$ cat src/rtl/level_sequencer.sv
// level_sequencer
// Game-flow controller: sequences a player through NUM_LEVELS levels,
// handling death/respawn delays, level transitions, checkpoints and the
// final win screen.
//
// Ports
//   clk, rst          system clock; asynchronous active-high reset
//   tick              one-clk game-rate pulse (paces all timed transitions)
//   start             level-sensitive start/continue button
//   xpos, ypos        current player centre (hCount/vCount coordinates)
//   hit_lava, hit_trans, hit_goal, hit_ckpt
//                     player-overlap flags from the renderer
//   state             IDLE=0, PLAY=1, DEAD=2, TRANS=3, WON=4
//   level             current level index
//   freeze            high whenever state != PLAY
//   respawn           one-clk pulse: position logic loads respawn_x/respawn_y
//   respawn_x/_y      position to load; held until the next respawn
//   deaths            saturating death counter
module level_sequencer #(
    parameter int          NUM_LEVELS  = 8,
    parameter int          DEAD_TICKS  = 30,
    parameter int          TRANS_TICKS = 15,
    parameter logic [9:0]  START_X     = 10'd160,
    parameter logic [9:0]  START_Y     = 10'd250
) (
    input  logic        clk,
    input  logic        rst,
    input  logic        tick,
    input  logic        start,
    input  logic [9:0]  xpos,
    input  logic [9:0]  ypos,
    input  logic        hit_lava,
    input  logic        hit_trans,
    input  logic        hit_goal,
    input  logic        hit_ckpt,
    output logic [2:0]  state,
    output logic [2:0]  level,
    output logic        freeze,
    output logic        respawn,
    output logic [9:0]  respawn_x,
    output logic [9:0]  respawn_y,
    output logic [7:0]  deaths
);

    typedef enum logic [2:0] {
        S_IDLE  = 3'd0,
        S_PLAY  = 3'd1,
        S_DEAD  = 3'd2,
        S_TRANS = 3'd3,
        S_WON   = 3'd4
    } state_t;

    localparam logic [2:0] LAST_LEVEL = 3'(NUM_LEVELS - 1);
    localparam logic [7:0] DEAD_LOAD  = 8'(DEAD_TICKS);
    localparam logic [7:0] TRANS_LOAD = 8'(TRANS_TICKS);

    state_t      cur;
    logic [7:0]  timer;
    logic [9:0]  ckpt_x;
    logic [9:0]  ckpt_y;
    logic        won_released;  // start has been seen low since entering WON

    assign state = cur;

    // NOTE: all state is updated with non-blocking assignments so every
    // register samples the pre-edge values of its neighbours.
    always_ff @(posedge clk or posedge rst) begin
        if (rst) begin
            cur          <= S_IDLE;
            level        <= 3'd0;
            timer        <= 8'd0;
            deaths       <= 8'd0;
            freeze       <= 1'b1;
            respawn      <= 1'b0;
            respawn_x    <= START_X;
            respawn_y    <= START_Y;
            ckpt_x       <= START_X;
            ckpt_y       <= START_Y;
            won_released <= 1'b0;
        end else begin
            // NOTE: respawn defaults low each clock; branches that respawn
            // override it, which makes it a single-clock pulse.
            respawn <= 1'b0;

            case (cur)
                // Start acts on any edge, not only on tick.
                S_IDLE: begin
                    if (start) begin
                        cur       <= S_PLAY;
                        freeze    <= 1'b0;
                        level     <= 3'd0;
                        ckpt_x    <= START_X;
                        ckpt_y    <= START_Y;
                        respawn   <= 1'b1;
                        respawn_x <= START_X;
                        respawn_y <= START_Y;
                    end
                end

                // Fixed priority: lava > goal > trans > ckpt. A trans/goal
                // that cannot advance still outranks a checkpoint.
                S_PLAY: begin
                    if (tick) begin
                        if (hit_lava) begin
                            cur    <= S_DEAD;
                            freeze <= 1'b1;
                            timer  <= DEAD_LOAD;
                            if (deaths != 8'hFF) deaths <= deaths + 8'd1;
                        end else if (hit_goal && level == LAST_LEVEL) begin
                            cur          <= S_WON;
                            freeze       <= 1'b1;
                            won_released <= 1'b0;
                        end else if (hit_goal || hit_trans) begin
                            if (level != LAST_LEVEL) begin
                                cur    <= S_TRANS;
                                freeze <= 1'b1;
                                timer  <= TRANS_LOAD;
                            end
                        end else if (hit_ckpt) begin
                            ckpt_x <= xpos;
                            ckpt_y <= ypos;
                        end
                    end
                end

                S_DEAD: begin
                    if (tick) begin
                        if (timer == 8'd1) begin
                            timer     <= 8'd0;
                            cur       <= S_PLAY;
                            freeze    <= 1'b0;
                            respawn   <= 1'b1;
                            respawn_x <= ckpt_x;
                            respawn_y <= ckpt_y;
                        end else begin
                            timer <= timer - 8'd1;
                        end
                    end
                end

                S_TRANS: begin
                    if (tick) begin
                        if (timer == 8'd1) begin
                            timer     <= 8'd0;
                            cur       <= S_PLAY;
                            freeze    <= 1'b0;
                            if (level != LAST_LEVEL) level <= level + 3'd1;
                            ckpt_x    <= START_X;
                            ckpt_y    <= START_Y;
                            respawn   <= 1'b1;
                            respawn_x <= START_X;
                            respawn_y <= START_Y;
                        end else begin
                            timer <= timer - 8'd1;
                        end
                    end
                end

                // Requires a full release/press of start so a button still
                // held from play does not skip the win screen.
                S_WON: begin
                    if (!start) begin
                        won_released <= 1'b1;
                    end else if (won_released) begin
                        cur <= S_IDLE;
                    end
                end

                default: begin
                    cur    <= S_IDLE;
                    freeze <= 1'b1;
                end
            endcase
        end
    end

endmodule
$ cat config.mk
export PLATFORM = sky130hd
export DESIGN_NAME = level_sequencer
export DESIGN_NICKNAME = d
export VERILOG_FILES = /design/src/rtl/level_sequencer.sv
export SDC_FILE = /design/constraint.sdc
export NUM_CORES = 1
export LEC_CHECK = 0
export BUFFER_PORTS_ARGS = -buffer_cell sky130_fd_sc_hd__buf_2
export CAP_MARGIN = 40
export CORE_ASPECT_RATIO = 1.5
export CORE_UTILIZATION = 51
export CTS_BUF_LIST = sky130_fd_sc_hd__clkbuf_8
export DETAILED_ROUTE_END_ITERATION = 8
export GPL_ROUTABILITY_DRIVEN = 1
export HOLD_SLACK_MARGIN = 0.12
export PLACE_DENSITY = 0.78
export SYNTH_ARGS = -nofsm -noshare
export SYNTH_HDL_FRONTEND = slang
export SYNTH_SLANG_ARGS = --single-unit
export TNS_END_PERCENT = 50
$ cat constraint.sdc
create_clock -name clk -period 2.1 [get_ports clk]
set_input_delay 0.42 -clock clk [delete_from_list [all_inputs] [get_ports clk]]
set_output_delay 0.42 -clock clk [all_outputs]
set_load 0.01 [all_outputs]
== Word level (Yosys, flattened, before mapping) ==
Index checks and enable logic that the tools add are counted.

* Register bits: 65
* Input bits: 28
* Output and inout port bits: 36
* Word-level logic and storage cells: 128

* Add/sub/neg operators: 3
* Equal/unequal tests: 30
* Muxes and demuxes: 66
* Bitwise gates (word level): 1
* Reductions and logical operators: 17

{| class="wikitable"
|+ Operators by type and width
! operator !! number
|-
| 10-bit two-way mux || 20
|-
| 10-bit one-hot mux with 3 select lines || 4
|-
| 8-bit two-way mux || 7
|-
| 3-bit two-way mux || 14
|-
| 2-bit != test (second input constant) || 15
|-
| 8-bit one-hot mux with 2 select lines || 1
|-
| 1-bit two-way mux || 15
|-
| 3-bit != test (second input constant) || 4
|-
| 3-bit one-hot mux with 4 select lines || 1
|-
| 6-bit AND reduction || 2
|-
| 5-bit AND reduction || 2
|-
| 9-bit AND reduction || 1
|-
| 8-bit by 1-bit adder with 8-bit output (second input constant) || 1
|-
| 8-bit by 1-bit == test with 1-bit output (second input constant) || 1
|-
| 4-bit != test (second input constant) || 2
|-
| 8-bit != test (second input constant) || 1
|-
| 8-bit AND reduction || 1
|-
| 8-bit by 1-bit subtractor with 8-bit output (second input constant) || 1
|-
| 7-bit AND reduction || 1
|-
| 3-bit by 2-bit == test with 1-bit output (second input constant) || 2
|-
| 3-bit == test (second input constant) || 2
|-
| 3-bit one-hot mux with 2 select lines || 1
|-
| 2-bit nonzero test || 3
|-
| 3-bit nonzero test || 2
|-
| other kinds (11) || 13
|}

== Longest topological paths before layout ==
Gate-level depths: netlist of the first run.

* Depth after elaboration: 7
* Mapped depth: 7
* Depth with buffers taken out: 7

== Worst setup path before layout of the first run ==
No wires, ideal clock.

* Path kind: register to register
* Start point: register timer[1]
* End point: register cur[0], in the netlist state[0]
* Library setup time: 125 ps
* Arrival time: 1714 ps
* Required time: 1975 ps
* Path slack: 261 ps
* Cell stages (with the launch flop): 7
* Path buffers: 0
* Clock period less this slack: 1839 ps
* Cells stage by stage: dfrtp_1 inv_1 ha_1 or4b_4 o21ai_4 o211ai_4 mux2_4

* Word-level cells in the longest chain between the ends: 3

{| class="wikitable"
|+ Ends and longest elaborated chain
! item !! RTL line !! source
|-
| from (decl) || 58 || <nowiki>logic [7:0] timer;</nowiki>
|-
| from (signal assigned) || 136 || <nowiki>timer <= timer - 8'd1;</nowiki>
|-
| from (signal assigned) || 154 || <nowiki>timer <= timer - 8'd1;</nowiki>
|-
| 8-bit by 1-bit == test with 1-bit output || 128, 143 ||
|-
| 2-bit by 1-bit != test with 1-bit output (no line) || -- ||
|-
| 8-bit AND reduction (no line) || -- ||
|-
| to (signal assigned) || 130 || <nowiki>cur <= S_PLAY;</nowiki>
|-
| to (signal assigned) || 145 || <nowiki>cur <= S_PLAY;</nowiki>
|-
| to (signal assigned) || 165 || <nowiki>cur <= S_IDLE;</nowiki>
|-
| to (decl) || 57 || <nowiki>state_t cur;</nowiki>
|}

Every way passes these cells.
A chain may end at the register's enable or synchronous reset.

== Worst setup path after layout of the first run ==
* Start point: register timer[2]
* End point: register ckpt_y[6]

* Word-level cells in the longest chain between the ends: 3

{| class="wikitable"
|+ Ends and longest elaborated chain
! item !! RTL line !! source
|-
| 8-bit by 1-bit == test with 1-bit output || 143 || <nowiki>if (timer == 8'd1) begin</nowiki>
|-
| 2-bit != test (no line) || -- ||
|-
| 9-bit AND reduction (no line) || -- ||
|-
| to (signal assigned) || 121 || <nowiki>ckpt_y <= ypos;</nowiki>
|-
| to (decl) || 60 || <nowiki>logic [9:0] ckpt_y;</nowiki>
|}

Every way passes these cells.

==> results of run 1 <==
-- report_power, final --
| group | internal [mW] | leakage (nW) | switching [mW] |
|---|---|---|---|
| Clock | 0.694 | 0.115 | 0.475 |
| Sequential | 1.81 | 0.790 | 0.331 |
| Combinational | 0.996 | 0.937 | 1.17 |
| Total | 3.50 | 1.84 | 1.98 |
-- layout make-up --
cell class / count / area, µm²
clock buffers: 10 / 138
flip-flops and latches: 65 / 1650
clock inverters: 6 / 83.8
repair buffers: 79 / 464
fillers: 501 / 2170
inverters: 21 / 78.8
multi-input cells: 210 / 1460
well taps: 74 / 92.6
-- how the worst min path moves through the flow --
stage / slack [ns] / end / startpoint
6_report: 0.16 / respawn_y[0] / rst
3_3_place_gp: 0.45 / freeze / freeze
4_1_cts: 0.16 / timer[0] / rst
3_5_place_dp: 0.47 / respawn_x[1] / respawn_x[1]
2_1_floorplan: 0.47 / freeze / freeze
5_1_grt: 0.20 / timer[0] / rst
-- metrics by stage --
| step | worst slack [ns] | hold slack (ns) | cells | TNS [ns] |
|---|---|---|---|---|
| 6_report | 0.106 | 0.157 | 465 | 0 |
| 3_3_place_gp | 0.202 | 0.450 | 448 | 0 |
| 3_5_place_dp | 0.103 | 0.467 | 448 | 0 |
| 4_1_cts | 0.0735 | 0.164 | 464 | 0 |
| 2_1_floorplan | 0.0817 | 0.467 | 312 | 0 |
| 5_1_grt | -0.0123 | 0.197 | 465 | -0.0306 |
-- registers in the layout, indices dropped and copies added (netlist names) --
signal,count
respawn_x,10
state,3
freeze,1
respawn_y,10
won_released,1
ckpt_y,10
timer,8
level,3
ckpt_x,10
respawn,1
deaths,8
-- worst reg2reg max path, delay by kind of cell, from the launching register on --
family / cells / cell delay [ns]
AND/OR/NAND/NOR: 1 / 0.48
buffers and inverters: 1 / 0.21
multiplexers: 1 / 0.36
flip-flops: 1 / 0.45
AO/OA/AOI/OAI: 2 / 0.43
-- Yosys cell counts, types with 2 or more instances --
cell type / count
o41ai_1: 3
dfrtp_1: 48
nand4_1: 3
xor2_1: 2
inv_1: 20
nor3_1: 10
o21ai_0: 5
buf_4: 2
nor2b_1: 4
and3_1: 3
nand3_1: 4
mux2_1: 5
dfstp_2: 17
nand3b_1: 2
mux2i_1: 13
mux2_2: 11
buf_2: 9
a21oi_1: 9
clkbuf_1: 5
o22ai_1: 2
nand2_1: 36
nor2_1: 30
nor3b_1: 2
a31oi_1: 5
nand2b_1: 14
mux2_4: 2
o31ai_1: 13
ha_1: 5
a21o_1: 3
o22a_1: 2
-- kinds of logic after synthesis --
| group | after synthesis |
|---|---|
| xor gates and xnor gates | 3 |
| DFF | 65 |
| buffers and inverters | 37 |
| AOI/OAI and AO/OA | 50 |
| adders and majority gates | 5 |
| muxes | 31 |
| and+or+nand+nor | 121 |
-- metal layers --
metal  vias to the layer above  wire length, µm
met4                         0              201
met5                         -                0
met3                        17              277
met1                      1219             2920
li1                       1224                -
met2                        79             3560
-- what timing repair did --
action	4_1_cts	5_1_grt
endpoints found under the hold margin	0	0
endpoints found under the setup margin	0	21
buffers inserted	0	1
hold buffers	0	0
gates resized for setup	0	5
==> results by stage, run 1 <==
Run status:
- The flow ran to the end, but the final reports show violations.
- The final reports fail on design-rule violations.

Synthesis:
- The arithmetic-cell share of the synthesized area counting full adders, half adders and majority gates is 0.0193.
- During synthesis, Yosys emitted a total of 0 warnings.
- In this run, synthesis produced a sequential element count of 65.
- Of the total synthesized cell area, the portion taken by XOR and XNOR cells is 0.00812.
- Synthesis produced 312 cells.
- The portion of synthesized area spent on multiplexers is 0.105.
- The fraction of post-synthesis cell area in the top cell type by area is 0.371.
- Dividing the synthesized area by the synthesized cell count gives 10.4 µm².
- The cell area after synthesis is 3240 µm².
- For this run, the leading register cell type out of synthesis is dfrtp_1.
- The number of nets handed over by synthesis was 345.
- The async set-or-reset flop fraction in the synthesized netlist is 1.00.
- The netlist uses 53 different library cells.
- Ranked by total cell area, the synthesized netlist is headed by dfrtp_1, dfstp_2, nand2_1.
- The synthesized design contains 0 enable-type register cells.
- For this run, the register share of the synthesized area comes to 0.509.
- The largest family of logic cells by synthesized area is simple AND/OR/NAND/NOR gates.
- The basic-gate share of the synthesized area counting and, or, nand and nor cells is 0.194.
- The biggest area contributor in the post-synthesis netlist is dfrtp_1.
- The fraction of the mapped netlist area in compound gates was 0.116.

Critical path:
- The most numerous cell type found on the critical path is a31oi_2.
- At the worst endpoint, the required time is 2.37 ns.
- Together, buffers and inverters on the worst path number 1.
- The type of the worst setup path is flip-flop to flip-flop.
- Counting cells, the worst reg-to-reg path comes to 5.
- The cell type group with the largest total delay on the critical path is simple AND/OR/NAND/NOR gates.
- Walking the worst path, the cells encountered are nor3_2 -> a31oi_2 -> a31oi_2 -> buf_12 -> mux2_2.
- The endpoint of the worst setup timing path is ckpt_y[6].
- The data arrival time of the worst path is 2.26 ns.
- The terminus of the critical flop-to-flop path is ckpt_y[6].
- STA classifies the critical path endpoint as a flip-flop.
- The startpoint of the lowest-slack register-to-register path is timer[2].
- In this run the number of cells on the critical path is 5.
- The worst setup path is launched from a flip-flop.
- The setup check on the worst reg-to-reg path leaves a slack of 0.11 ns.
- The largest single stage delay on the critical path is 0.48 ns.
- Tracing the worst setup path back leads to its startpoint at timer[2].
- The slowest stage of the critical path is the nor3_2 cell.
- Along the worst path, the maximum fanout reaches 20.

Power:
- Total power for the finished layout comes to 5.48 mW.
- The worst-case IR drop observed on VDD is 0.630 mV.
- Summed over all cells, the static leakage comes to 1.84 nW.
- The areal power density over the cells is 1380 nW/µm².

Cells and area:
- In the final layout, the share of cells above drive strength 1 is 0.358.
- The most common library cell in the layout ignoring fill and taps is buf_2.
- In the layout the commonest cells are buf_2, dfrtp_1, nand2_1.
- Compared with the post-synthesis result, the final layout area differs by 22.4%.
- The repair_antennas step left the layout with diodes totalling 0.
- The final layout contains 419 nets.
- The post-route core utilization is 0.646.
- After routing the design area is 3960 µm².

Detailed routing:
- The total wire length after detailed routing is 6960 µm.
- The average via count per standard cell is 5.46.
- Once detail routing completed, the nets flagged for antenna violations numbered 0.
- The number of iterations in the first detailed-routing pass is 6.
- In the final routed layout, each cell accounts on average for 15.0 µm.
- In this run, the number of DRC markers left after iteration 0 of detailed routing was 212.
- In the routed design, unresolved DRC markers number 1.
- The overall via count from detail_route is 2,539.

GRT:
- The number of antenna violations at the first check in global routing was 0.
- For this run, global-route usage on met3 was measured as 0.0528.
- The most congested layer reported by global routing is met2.
- For this run, the total global-route usage over all layers was measured as 0.230.
- The first global-routing pass estimated 11,700 µm of wire.
- The via count of the first global-routing pass was 2,573.
- Entering global routing, the biggest net connects 30 pins.
- The global routing met2 resource utilization is 0.375.
- In the global route stage, met1 resource usage came out at 0.281.
- The global-route congestion overflow total is 0.

Floorplan:
- The total core area is 6130 µm².
- The die covers 6670 µm².
- The chip height is 99.6 µm.
- The effective utilization at floorplan is 0.528.
- The number of top-level pins is 64.
- The width of the die is 67.0 µm.
- The cell row count is 35.

Place:
- Routability-driven placement finished with a final weighted congestion of 0.899.
- After detailed placement, the total cell area comes to 3710 µm².
- In this run the tool buffered the top-level ports with 63 buffer cells.
- Detailed placement ended at an HPWL of 4990 µm.

Clock network:
- The number of clock sinks is 65.
- The later pin in the worst-skew pair is clocked with a latency of 0.34 ns.
- The CTS root buffer is clkbuf_8.
- TritonCTS built the clock tree.
- The register clock-pin slew on the reported worst setup and hold paths is 0.07 ns.
- Counting along the longest clock path gives a buffer depth of 2.
- The clock tree synthesis step divided the H-tree into 3 levels.
- Counting the buffers created by CTS gives 9.

Run:
- The max capacitance violation total is 0.

STA:
- The remaining max-slew budget at the tightest pin is 0.592.
- Static timing analysis puts the maximum clock frequency at 0.502 GHz.
- The smallest clock period supported by the final layout is computed as 1.99 ns.
- Setup violations remaining at the end of the flow were counted as 0.
- The clock arrives with 0.0107 ns of skew.
- The final critical-path share of the clock period is 0.949.
- The number of hold-slack violations in the final timing report is 0.
- The slew at the pin with the worst max-slew slack is 0.611 ns.
- The final number of max-transition violations is 0.

Hold path:
- The tightest min-delay check is of the primary input to asynchronous set/reset pin type.
No activity file was read; power rests on OpenSTA's default activity.
==> run 2: changes to the inputs <==
- GPL_ROUTABILITY_DRIVEN: 1 -> 0
- RECOVER_POWER: unset -> 25
==> results by stage, run 2 (same netlist as run 1, synthesis figures left out) <==
Run status:
- The run finished with clean final reports.

Clock network:
- The number of clock sinks is 65 (unchanged).
- The clock tree from TritonCTS is done.
- The count of H-tree levels built during CTS is 3 (unchanged).
- The buffer depth of the longest clock path is 2 (unchanged).
- The clock insertion delay at the later pin of the skew report is 0.34 ns (about the same).
- The CTS root buffer is clkbuf_8.
- The register clock-pin slew on the reported worst setup and hold paths is 0.07 ns (about the same).
- The buffer count from post-CTS setup fixing was 0 (unchanged).
- The CTS buffer count was 9 (unchanged).

Power:
- The proportion of power drawn by combinational gates is 0.399 (+0.003).
- The clock power share is 0.198 (-0.016).
- The internal power is 3.38 mW (-3.4%).
- The switching share of power is 0.364 (+0.00293).
- The switching component of the power is 1.94 mW (-2.1%).
- The worst-case vdd ir drop was 0.674 mV (+7.1%).
- The leakage power of the design was 1.80 nW (-2.5%).
- The areal power density over the cells is 1360 nW/µm² (-1.5%).
- The power share of the sequential group was 0.403 (+0.012).

STA:
- The final sum of negative setup slack came to 0 ns (unchanged).
- Setup repair after global routing could not meet its margin everywhere.
- The final critical-path share of the clock period is 0.948 (-0.00148).
- The number of hold-slack violations in the final timing report came to 0 (unchanged).
- The final clock skew is 0.0106 ns (-0.0000799 ns).
- The remaining max-slew budget at the tightest pin was 0.482 (-0.109).
- The number of setup violations in the final report is 0 (unchanged).
- The maximum clock frequency came to 0.502 GHz (+0.16%).
- The final number of max-transition violations is 0 (unchanged).
- The slew at the pin with the worst max-slew slack was 0.776 ns (+0.164 ns).
- The final critical delay including setup and external delays came to 1.99 ns (-0.00310 ns).
- The post-route worst hold slack came to 0.321 ns (+0.164 ns).

GRT:
- The via count of the first global-routing pass is 2,485 (-3.4%).
- The largest net degree at the start of global routing was 48 (+60%).
- The first-pass GRT wire length is 11,300 µm (-3.0%).
- The number of antenna violations at the first check in global routing is 0 (unchanged).
- The global-route congestion overflow total came to 0 (unchanged).
- The total global routing track utilization was 0.226 (-0.00399).

Critical path:
- The data arrival time of the worst path is 2.26 ns (about the same).
- The critical path goes through inv_2 -> ha_2 -> nor4b_4 -> a31oi_1 -> a31oi_2 -> buf_12 -> mux2_2.
- The critical path data required time is 2.36 ns (about the same).
- The number of cells on the worst reg-to-reg path is 7 (+2).
- STA classifies the critical path endpoint as a flip-flop.
- The maximum fanout along the worst path was 20 (unchanged).
- The critical path's slowest cell is dfrtp_1.
- The critical path launch point is timer[1].
- The startpoint of the lowest-slack register-to-register path is timer[1].
- The maximum single-stage delay on the critical path is 0.42 ns (-0.06 ns).
- The critical path is of the flip-flop to flip-flop type.
- The launching element type of the critical path is a flip-flop.

Floorplan:
- The area of the die is 6670 µm² (unchanged).
- The total core area is 6130 µm² (unchanged).
- The effective utilization at floorplan came to 0.528 (unchanged).
- The number of top-level pins was 64 (unchanged).
- The chip height came to 99.6 µm (unchanged).
- The cell row count was 35 (unchanged).
- The width of the die is 67.0 µm (unchanged).

Detailed routing:
- The detailed-route wire length per cell is 14.6 µm (-2.8%).
- The number of iterations in the first detailed-routing pass is 4 (-2).
- The DRC violation count after routing was 0 (-1).
- The average via count per standard cell is 5.43 (-0.62%).
- The overall via count from detail_route came to 2,507 (-1.3%).
- The number of DRC markers in iteration 0 came to 125 (-41%).
- The number of nets still failing antenna checks after routing is 0 (unchanged).
- The total wire length after detailed routing is 6730 µm (-3.4%).

Hold path:
- The startpoint identified for the worst hold timing path is xpos[1].
- The worst hold path passes through 3 cells.
- The min-delay analysis places its worst path in the category primary input to flip-flop.

Cells and area:
- In the layout the commonest cells are buf_2, dfrtp_1, nand2_1.
- The ratio of cells with drive above 1 in the final layout was 0.322 (-0.0359).
- The cell area after layout is 3910 µm² (-1.4%).
- The area growth from synthesis to layout is 20.7%.
- The diode insertion count for antenna repair is 0 (unchanged).
- The total number of nets in the final design came to 416 (-0.72%).
- The library cell used most frequently in the layout, excluding fill and tap cells, is buf_2.

Place:
- The port buffer count is 63 (unchanged).
- The placed wire-length estimate after detailed placement was 4910 µm (-1.6%).
- The area of placed instances came to 3690 µm² (-0.61%).

Run:
- The max capacitance violation total is 0 (unchanged).
-- run 2: cell types whose count changed in the layout (fill, tap and decap cells not counted), sizes merged --
cell / previous run / this run
buf: 79 / 66
clkbuf: 10 / 20
inv: 23 / 25
bufinv: 2 / 1
clkinv: 1 / 0
clkinvlp: 1 / 0
dlygate4sd3: 0 / 1
-- run 2: stage by stage --
step	total power, mW	std cells	worst slack (ns)	utilization
2_1_floorplan	3.58	312	0.0817	-
3_3_place_gp	4.19	445	0.198	0.601
3_5_place_dp	4.27	445	0.0993	0.601
4_1_cts	5.34	462	0.104	0.635
5_1_grt	5.70	462	-0.0213	0.637
6_report	5.32	462	0.109	0.637
-- run 2: area by class of cell --
| cell class | instances | area (µm²) |
|---|---|---|
| clock buffers | 11 | 151 |
| repair buffers | 76 | 429 |
| flip-flops and latches | 65 | 1650 |
| inverters | 21 | 78.8 |
| multi-input cells | 210 | 1460 |
| clock inverters | 5 | 47.5 |
| fillers | 514 | 2230 |
| well taps | 74 | 92.6 |
-- run 2: what timing repair did --
item | 4_1_cts | 5_1_grt
hold buffers | 1 | 0
setup endpoints to repair | 0 | 14
resized for setup | 0 | 5
endpoints found under the hold margin | 18 | 0
-- run 2: final timing paths --
path                        endpoint  slack, ns
min in group asynchronous  deaths[7]       0.76
max in group asynchronous     freeze       0.57
max reg2reg                ckpt_y[6]       0.11
min reg2reg                   freeze       0.47
min                        ckpt_x[1]       0.32
max                        ckpt_y[6]       0.11
-- run 2: critical path, delay by kind of cell (launching register included) --
kind	cells	cell delay (ns)
adders and majority gates	1	0.17
and+or+nand+nor	1	0.33
AOI/OAI and AO/OA	2	0.37
buffers and inverters	2	0.29
muxes	1	0.34
DFF	1	0.42
-- run 2: power by group through the flow --
stage,sequential (mW),combinational [mW],clock (mW)
floorplan,2.20,1.38,0
global placement,2.13,2.05,0
detailed placement,2.15,2.12,0
CTS,2.14,2.13,1.07
global route,2.21,2.36,1.13
finish,2.14,2.12,1.05
-- run 2: layer usage --
layer | global-route usage | vias up | wire, µm
met5 | 0 | - | 0
met4 | 0.116 | 0 | 187
met3 | 0.0516 | 20 | 275
met2 | 0.367 | 72 | 3440
met1 | 0.275 | 1196 | 2830
li1 | - | 1219 | -
